`src/rtl/cv32e40p_fpu_arbiter.sv`:
```
// cv32e40p_fpu_arbiter
// Shares one FPU instance between NUM_REQ requesters. A round-robin arbiter fills a single
// registered issue slot toward the FPU. The requester index travels with the operation as the FPU
// tag, and each result is steered back to its owner by that tag. The number of operations in
// flight (granted but not yet responded, including the one in the issue slot) is capped at
// MAX_OUTSTANDING, so the FPU pipe registers never overflow.
//
// Ports:
//   clk_i, rst_i       clock, synchronous active-high reset
//   req_valid_i/o      per-requester request valid / grant (req_ready_o is one-hot or zero)
//   req_data_i         request payloads, requester i at [i*REQ_W +: REQ_W]
//   fpu_valid_o/...    issue slot toward the FPU (valid, ready, payload, requester tag)
//   fpu_rvalid_i/...   result from the FPU (valid, ready, payload, tag)
//   rsp_valid_o/...    per-requester response valid/ready; rsp_data_o is broadcast
//   busy_o             at least one operation outstanding
//   grant_cnt_o        per-requester saturating grant counters (only when the macro
//                      CV32E40P_FPU_ARB_PERF_EN is defined)
module cv32e40p_fpu_arbiter #(
  parameter int unsigned NUM_REQ         = 2,
  parameter int unsigned REQ_W           = 110,
  parameter int unsigned RSP_W           = 37,
  parameter int unsigned MAX_OUTSTANDING = 2,
  parameter int unsigned IDX_W           = $clog2(NUM_REQ)
) (
  input  logic                     clk_i,
  input  logic                     rst_i,
  input  logic [NUM_REQ-1:0]       req_valid_i,
  output logic [NUM_REQ-1:0]       req_ready_o,
  input  logic [NUM_REQ*REQ_W-1:0] req_data_i,
  output logic                     fpu_valid_o,
  input  logic                     fpu_ready_i,
  output logic [REQ_W-1:0]         fpu_data_o,
  output logic [IDX_W-1:0]         fpu_tag_o,
  input  logic                     fpu_rvalid_i,
  output logic                     fpu_rready_o,
  input  logic [RSP_W-1:0]         fpu_rdata_i,
  input  logic [IDX_W-1:0]         fpu_rtag_i,
  output logic [NUM_REQ-1:0]       rsp_valid_o,
  input  logic [NUM_REQ-1:0]       rsp_ready_i,
  output logic [RSP_W-1:0]         rsp_data_o,
  output logic                     busy_o
`ifdef CV32E40P_FPU_ARB_PERF_EN
  ,
  output logic [NUM_REQ*32-1:0]    grant_cnt_o
`endif
);

  localparam int unsigned CNT_W = $clog2(MAX_OUTSTANDING + 1);

  logic             valid_q, valid_d;
  logic [REQ_W-1:0] data_q, data_d;
  logic [IDX_W-1:0] tag_q, tag_d;
  logic [IDX_W-1:0] rr_ptr_q, rr_ptr_d;
  logic [CNT_W-1:0] out_cnt_q, out_cnt_d;

  logic             can_grant;
  logic             found_hi, found_any;
  logic [IDX_W-1:0] idx_hi, idx_any, gnt_idx;
  logic [REQ_W-1:0] gnt_data;
  logic             gnt_hs, rsp_hs;

  assign can_grant = (!valid_q || fpu_ready_i) && (out_cnt_q < CNT_W'(MAX_OUTSTANDING));

  // Round-robin: the lowest valid index at or above rr_ptr wins; otherwise wrap to the lowest
  // valid index overall.
  always_comb begin
    found_hi  = 1'b0;
    found_any = 1'b0;
    idx_hi    = '0;
    idx_any   = '0;
    for (int i = int'(NUM_REQ) - 1; i >= 0; i--) begin
      if (req_valid_i[i]) begin
        found_any = 1'b1;
        idx_any   = IDX_W'(i);
        if (IDX_W'(i) >= rr_ptr_q) begin
          found_hi = 1'b1;
          idx_hi   = IDX_W'(i);
        end
      end
    end
    gnt_idx = found_hi ? idx_hi : idx_any;
  end

  assign gnt_hs = can_grant && found_any;

  always_comb begin
    req_ready_o = '0;
    gnt_data    = '0;
    for (int i = 0; i < int'(NUM_REQ); i++) begin
      if (gnt_idx == IDX_W'(i)) begin
        req_ready_o[i] = gnt_hs;
        gnt_data       = req_data_i[i*REQ_W +: REQ_W];
      end
    end
  end

  // Issue slot: load on grant, clear on accept, otherwise hold.
  always_comb begin
    valid_d  = valid_q;
    data_d   = data_q;
    tag_d    = tag_q;
    rr_ptr_d = rr_ptr_q;
    if (gnt_hs) begin
      valid_d  = 1'b1;
      data_d   = gnt_data;
      tag_d    = gnt_idx;
      rr_ptr_d = (gnt_idx == IDX_W'(NUM_REQ - 1)) ? '0 : gnt_idx + IDX_W'(1);
    end else if (valid_q && fpu_ready_i) begin
      valid_d = 1'b0;
      data_d  = '0;
      tag_d   = '0;
    end
  end

  // Response demux; tags outside the requester range select nobody.
  always_comb begin
    rsp_valid_o  = '0;
    fpu_rready_o = 1'b0;
    for (int i = 0; i < int'(NUM_REQ); i++) begin
      if (fpu_rtag_i == IDX_W'(i)) begin
        rsp_valid_o[i] = fpu_rvalid_i;
        fpu_rready_o   = rsp_ready_i[i];
      end
    end
  end

  assign rsp_data_o = fpu_rdata_i;
  assign rsp_hs     = fpu_rvalid_i && fpu_rready_o;

  always_comb begin
    out_cnt_d = out_cnt_q;
    if (gnt_hs && !rsp_hs) begin
      out_cnt_d = out_cnt_q + CNT_W'(1);
    end else if (!gnt_hs && rsp_hs) begin
      out_cnt_d = out_cnt_q - CNT_W'(1);
    end
  end

  always_ff @(posedge clk_i) begin
    if (rst_i) begin
      valid_q   <= 1'b0;
      data_q    <= '0;
      tag_q     <= '0;
      rr_ptr_q  <= '0;
      out_cnt_q <= '0;
    end else begin
      valid_q   <= valid_d;
      data_q    <= data_d;
      tag_q     <= tag_d;
      rr_ptr_q  <= rr_ptr_d;
      out_cnt_q <= out_cnt_d;
    end
  end

  assign fpu_valid_o = valid_q;
  assign fpu_data_o  = data_q;
  assign fpu_tag_o   = tag_q;
  assign busy_o      = (out_cnt_q != '0);

`ifdef CV32E40P_FPU_ARB_PERF_EN
  logic [NUM_REQ-1:0][31:0] grant_cnt_q, grant_cnt_d;

  always_comb begin
    grant_cnt_d = grant_cnt_q;
    for (int i = 0; i < int'(NUM_REQ); i++) begin
      if (req_ready_o[i] && (grant_cnt_q[i] != 32'hFFFF_FFFF)) begin
        grant_cnt_d[i] = grant_cnt_q[i] + 32'd1;
      end
    end
  end

  always_ff @(posedge clk_i) begin
    if (rst_i) begin
      grant_cnt_q <= '0;
    end else begin
      grant_cnt_q <= grant_cnt_d;
    end
  end

  assign grant_cnt_o = grant_cnt_q;
`endif

  // A result can only belong to an operation that is already in flight.
  a_rsp_needs_outstanding: assert property (@(posedge clk_i) disable iff (rst_i)
    fpu_rvalid_i |-> (out_cnt_q != '0));
  a_rtag_in_range: assert property (@(posedge clk_i) disable iff (rst_i)
    fpu_rvalid_i |-> (32'(fpu_rtag_i) < NUM_REQ));
  a_cnt_bounded: assert property (@(posedge clk_i) disable iff (rst_i)
    32'(out_cnt_q) <= MAX_OUTSTANDING);

endmodule

```
`config.mk`:
```
export PLATFORM = sky130hd
export DESIGN_NAME = cv32e40p_fpu_arbiter
export DESIGN_NICKNAME = d
export VERILOG_FILES = /design/src/rtl/cv32e40p_fpu_arbiter.sv
export SDC_FILE = /design/constraint.sdc
export NUM_CORES = 1
export LEC_CHECK = 0
export ABC_CLOCK_PERIOD_IN_PS = 2200
export BUFFER_PORTS_ARGS = -buffer_cell sky130_fd_sc_hd__buf_4
export CAP_MARGIN = 20
export CORE_AREA = 2 2 162 164
export DETAILED_ROUTE_END_ITERATION = 8
export DIE_AREA = 0 0 164 166
export PLACE_DENSITY_LB_ADDON = 0.1
export SYNTH_ARGS = -nofsm -noshare
export SYNTH_HDL_FRONTEND = slang
export SYNTH_SLANG_ARGS = --single-unit
```
`constraint.sdc`:
```
create_clock -name clk_i -period 2.2 [get_ports clk_i]
set_input_delay 0.33 -clock clk_i [delete_from_list [all_inputs] [get_ports clk_i]]
set_output_delay 0.33 -clock clk_i [all_outputs]
set_load 0.02 [all_outputs]
```
* Word level (Yosys, flattened, before mapping)
Cells that the tools add are included.
Storage, ports and cells: bits in registers 115, input bits 266
Operators by class: add/subtract/negate cells 3, order comparisons 3, reduce and logical (&&, ||, !) cells 13, multiplexer cells 24
Operator list (count):
- 110-bit two-way mux | 3
- 1-bit two-way mux | 19
- 1-bit logical AND | 6
- 2-bit nonzero test | 3
- 2-bit two-way mux | 2
- 1-bit logical NOT | 3
- 2-bit by 1-bit adder with 2-bit output, second input constant | 1
- 1-bit greater-or-equal comparator, first input constant | 2
- 2-bit less-than comparator, second input constant | 1
- 2-bit by 1-bit subtractor with 2-bit output, second input constant | 1
- 1-bit adder, second input constant | 1
- 1-bit logical OR | 1

* Depth between registers and ports, before layout
word-level depth 8, depth in mapped cells 9, depth with buffers taken out 7

* Least setup slack after synthesis
No wires, ideal clock.
path type register -> register, from register valid_q, in the netlist fpu_valid_o, to register out_cnt_q[1], clock period less this slack 1958 ps, arrival 1887 ps, data required time 2130 ps, setup time 70 ps, setup slack 242 ps, stages on the path, launching flop included 9, buffers on the path 2, cell sequence dfxtp_1 -> nand2b_1 -> buf_4 -> buf_6 -> and2_1 -> o21a_1 -> ha_1 -> or3_1 -> a21oi_1
On the way: cells in the longest elaborated chain, start to end 7
Ends and longest elaborated chain:
- start: declaration | RTL line 50 | logic valid_q, valid_d;
- start signal: assignment | RTL line 147 | valid_q <= valid_d;
- 1-bit logical NOT * | RTL line 62 | assign can_grant = (!valid_q || fpu_ready_i) && (out_cnt_q < CNT_W'(MAX_OUTSTANDING));
- 1-bit logical OR * | RTL line 62
- 1-bit logical AND * | RTL line 62
- 1-bit logical AND * | RTL line 84 | assign gnt_hs = can_grant && found_any;
- net gnt_hs | RTL line 60 | logic gnt_hs, rsp_hs;
- 1-bit logical NOT | RTL line 134 | end else if (!gnt_hs && rsp_hs) begin
- 1-bit logical AND | RTL line 134
- 2-bit nonzero test (no source line)
- end signal: assignment | RTL line 151 | out_cnt_q <= out_cnt_d;
- end: declaration | RTL line 54 | logic [CNT_W-1:0] out_cnt_q, out_cnt_d;
Mark *: on every way through the listed nets, which the timed path passes. The rest lies on a longest branch. A chain may end at the register's enable or synchronous reset.

* Final worst setup path
from register out_cnt_q[1], to output req_ready_o[1]
On the way: cells in the longest elaborated chain, start to end 4
Ends and longest elaborated chain:
- 2-bit less-than comparator | RTL line 62
- 1-bit logical AND | RTL line 62
- 1-bit logical AND | RTL line 84
- 1-bit two-way mux | RTL line 90 | if (gnt_idx == IDX_W'(i)) begin
- end: declaration | RTL line 28 | output logic [NUM_REQ-1:0] req_ready_o,
No other way between the ends.

==> results.md <==
Place:
- Input and output buffers added on the ports amount to 346.
- The HPWL after detailed placement is 20620 microns.
- Timing analysis after detailed placement gives a worst setup slack of 0.4190 ns.
- Routability-driven placement finished with a final weighted congestion of 0.7662.

Synthesis:
- After synthesis, the largest family of logic cells by area is simple AND/OR/NAND/NOR gates.
- The flop and latch count out of synthesis is 115.
- The proportion of synthesized area in mux cells is 0.1512%.
- The synthesized netlist devotes 25.08% of its cell area to compound gates.
- The total number of yosys warnings is 0.
- Counting every net in the synthesized netlist gives 1151.
- The sequential-to-total area share from yosys stat is 30.91%.
- The adder and majority cell fraction of the synthesized area is 0.1680%.
- The xor-xnor portion of the synthesized cell area is 0.2352%.
- The cell count after synthesis is 884.
- The average size of a mapped cell is 8.424 sq um.
- The post-synthesis instance area is 0.007447 sq mm.
- The area share of and/or/nand/nor cells after synthesis is 28.86%.
- The post-synthesis cell type count is 31.

Route:
- The final wirelength is 32810 microns.
- The residual DRC count is 0.
- The via-per-instance ratio is 5.951.
- The routed wirelength normalized by instance count is 22.76 microns.
- The number of detailed-routing iterations run before antenna repair is 5.
- Once detail routing completed, the nets flagged for antenna violations numbered 0.
- Detailed routing inserted a total of 8581 vias.
- The first-iteration detailed-routing DRC count is 808.

STA:
- For this run, the top clock speed supported by timing is 0.4870 GHz.
- The number of hold-slack violations in the final timing report is 0.
- Setup repair after global routing left no endpoint under its margin.
- Adding up every negative setup slack in the final design gives 0 ns.
- For the final database, setup skew stands at 0.01287 ns.
- Measured against its own limit, the worst slew margin works out to 70.17%.
- Setup violations remaining at the end of the flow were counted as 0.
- Once routing completed, OpenROAD measured the worst setup slack at 0.1466 ns.
- The total count of max-transition violations in the final report is 0.
- The time the worst path needs with I/O delays and setup is 2.053 ns.
- The fraction of the cycle the final worst path needs is 93.33%.
- At the pin with the least slew margin, the transition time is 0.4475 ns.

Worst setup path:
- The largest single stage delay on the critical path is 0.36 ns.
- For this design, the slowest cell found on the critical path is sky130_fd_sc_hd__dfxtp_1.
- The slack of the worst reg-to-reg path is 0.36 ns.
- The data required time at the worst endpoint is 1.87 ns.
- The signal on the critical path passes through clkinv_2 > buf_12 > nand4_1 > inv_1 > buf_4.
- STA puts the critical path data arrival time at 1.72 ns.
- The type of origin of the critical path is a flip-flop.
- The capturing element of the worst setup path is req_ready_o[1].
- Together, buffers and inverters on the worst path number 4.
- In this run the number of cells on the critical path is 5.
- The largest fanout on the critical path is 83.
- The worst register-to-register path ends at out_cnt_q[1]$_SDFFE_PP0P_.
- The reg-to-reg startpoint is fpu_valid_o$_SDFFE_PP0P_.
- The number of cells on the worst reg-to-reg path is 6.
- The dominant delay contributor by cell family on the critical path is buffers and inverters.
- The nature of the critical path endpoint is an output port.
- The setup path with the least slack is of type flip-flop to output port.
- In this run the worst setup path begins at out_cnt_q[1]$_SDFFE_PP0P_.

Final layout:
- Of the cells placed in the final design, the portion with a size suffix greater than 1 is 37.85%.
- From synthesis to final layout, the design area changed by 42.88%.
- The library cells used most frequently in the layout, excluding fill and tap cells, are sky130_fd_sc_hd__buf_4, sky130_fd_sc_hd__dfxtp_1, sky130_fd_sc_hd__nand2_1.
- For this run, the post-layout net count is 1361.
- The filler cell count is 2624.
- Summing all multi-input logic gate instances after layout gives 0.004103 sq mm.
- The commonest non-fill, non-tap cell in the layout is sky130_fd_sc_hd__buf_4.
- The diode insertion count for antenna repair is 0.
- The footprint of the flip-flops and latches is 0.002302 sq mm.

Clock tree:
- The total CTS buffers is 17.
- TritonCTS built the clock tree.
- The post-cts hold buffer count is 0.
- The total number of H-tree levels is 4.
- The source-to-sink clock delay at the later pin of the worst-skew pair is 0.42 ns.
- The number of setup buffers added after CTS is 0.
- The root buffer cell chosen for the clock tree is sky130_fd_sc_hd__clkbuf_16.
- The clock-pin slew of the registers on the worst-case setup and hold paths is 0.07 ns.
- The number of buffers on the longest clock path is 2.
- The number of gates resized after cts is 0.
- The tree built by TritonCTS fans out to 115 sinks.

Power and ir drop:
- The maximum vdd drop is 0.6895 mV.
- For this design the static power due to leakage is 4.144 nW.
- The power density over the cells is 1086 mW/mm^2.

Floorplan:
- The starting density of the core is 29.07%.
- The floorplan step set the die height to 166 microns.
- The placement row count is 59.
- The number of primary I/O pins is 421.
- The core box area is 0.02562 sq mm.
- The die covers 0.02722 sq mm.
- The die span in x is 164 microns.

Outcome:
- The run finished with clean final reports.

GRT:
- The via count of the first global-routing pass is 8389.
- Entering global routing, the biggest net connects 89 pins.
- The sum of overflow across all layers after global routing is 0.
- The number of antenna violations at the first check in global routing was 0.
- The first global-routing pass estimated 49740 microns of wire.
- The global-route usage over all layers is 23.15%.

Worst hold path:
- In this run the worst hold path is classified as input pin to flip-flop.

Run:
- The count of max-cap constraint violations is 0.
[synth_stat cells]
library cell               number  area [sq um]
sky130_fd_sc_hd__dfxtp_1      115          2302
sky130_fd_sc_hd__nand2_1      113         424.2
sky130_fd_sc_hd__a311oi_1     111         972.2
sky130_fd_sc_hd__a211oi_1     110         825.8
sky130_fd_sc_hd__nand4_1      110         688.2
sky130_fd_sc_hd__nand4b_1     110         963.4
sky130_fd_sc_hd__buf_2         94         470.5
sky130_fd_sc_hd__buf_4         42         315.3
sky130_fd_sc_hd__clkbuf_1      35         131.4
sky130_fd_sc_hd__buf_6         14         157.7
sky130_fd_sc_hd__a21oi_1        4         20.02
sky130_fd_sc_hd__and2_1         3         18.77
sky130_fd_sc_hd__inv_1          3         11.26
sky130_fd_sc_hd__nand2b_1       2         12.51
sky130_fd_sc_hd__xor2_1         2         17.52
sky130_fd_sc_hd__a21boi_0       1         7.510
sky130_fd_sc_hd__and2b_2        1         8.760
sky130_fd_sc_hd__and3_1         1         6.260
sky130_fd_sc_hd__ha_1           1         12.51
sky130_fd_sc_hd__mux2_2         1         11.26
sky130_fd_sc_hd__nand3_1        1         5.000
sky130_fd_sc_hd__nor2_1         1         3.750
sky130_fd_sc_hd__nor2b_1        1         6.260
sky130_fd_sc_hd__o211ai_1       1         7.510
sky130_fd_sc_hd__o21a_1         1         7.510
sky130_fd_sc_hd__o21ai_0        1         5.000
sky130_fd_sc_hd__o21ai_1        1         5.000
sky130_fd_sc_hd__o21ba_2        1         10.01
sky130_fd_sc_hd__o21bai_1       1         7.510
sky130_fd_sc_hd__or2_2          1         6.260
sky130_fd_sc_hd__or3_1          1         6.260
[how the worst min path moves through the flow]
| stage | startpoint | end | slack, ns | cells after the start |
|---|---|---|---|---|
| floorplan | rr_ptr_q$_SDFFE_PP0P_ | rr_ptr_q$_SDFFE_PP0P_ | 0.48 | 1 |
| global placement | fpu_tag_o$_SDFFE_PP0P_ | fpu_tag_o$_SDFFE_PP0P_ | 0.51 | 2 |
| detailed placement | fpu_tag_o$_SDFFE_PP0P_ | fpu_tag_o$_SDFFE_PP0P_ | 0.52 | 2 |
| CTS | req_data_i[48] | fpu_data_o[48]$_SDFFE_PP0P_ | 0.18 | 3 |
| global route | req_data_i[23] | fpu_data_o[23]$_SDFFE_PP0P_ | 0.20 | 3 |
| finish | req_data_i[75] | fpu_data_o[75]$_SDFFE_PP0P_ | 0.20 | 3 |
[registers in the layout, indices dropped and copies added (netlist names)]
name	count
fpu_data_o	110
out_cnt_q	2
fpu_tag_o	1
fpu_valid_o	1
rr_ptr_q	1
[kinds of logic after synthesis]
logic type / after synthesis
AND/OR/NAND/NOR: 345
AO/OA/AOI/OAI: 232
multiplexers: 1
XOR/XNOR: 2
buffers and inverters: 188
flip-flops: 115
adder cells (fa/ha/maj): 1
[report_power, final]
group	internal (mW)	total, mW	switching [mW]	leakage [nW]
logic	2.13	5.29	3.16	2.86
registers	2.63	2.95	0.324	0.952
clock network	2.22	3.31	1.09	0.329
total	6.97	11.6	4.58	4.14
[metal layers]
| layer | global-route usage [%] | vias up | share of wire, % |
|---|---|---|---|
| met5 | 0 | - | 0 |
| met4 | 10.14 | 0 | 3.8 |
| met3 | 4.046 | 73 | 6.6 |
| met2 | 38.24 | 405 | 49 |
| met1 | 29.42 | 4170 | 40 |
| li1 | - | 3933 | - |
[final cells by class]
class,count,area share [%]
clock buffers,20,4.386
clock inverters,12,2.117
inverters,3,0.1294
multi-input cells,581,38.56
flip-flops and latches,115,21.64
well taps,335,3.939
repair buffers,376,29.23
[worst register-to-register path, stage by stage, from the launching register on]
cell and delay [ns]:
sky130_fd_sc_hd__dfxtp_1 0.55, sky130_fd_sc_hd__nand2b_4 0.10, sky130_fd_sc_hd__and2_1 0.19, sky130_fd_sc_hd__o21a_1 0.11, sky130_fd_sc_hd__ha_1 0.33, sky130_fd_sc_hd__or3_1 0.35
sky130_fd_sc_hd__a21oi_1 0.14
[metrics by stage]
step / std cells / power (mW) / cell area [sq um] / hold WS [ns] / util (%)
after detailed placement: 1410 / 8.280 / 9948 / 0.5235 / 38.84
after global placement: 1410 / 8.287 / 9948 / 0.5071 / 38.84
after floorplan: 884 / 6.300 / 7447 / 0.4798 / -
final: 1442 / 11.55 / 10640 / 0.2037 / 41.54
after CTS: 1442 / 11.63 / 10640 / 0.1839 / 41.54
after global routing: 1442 / 12.14 / 10640 / 0.1974 / 41.54
(Power assumes the default switching activity.)
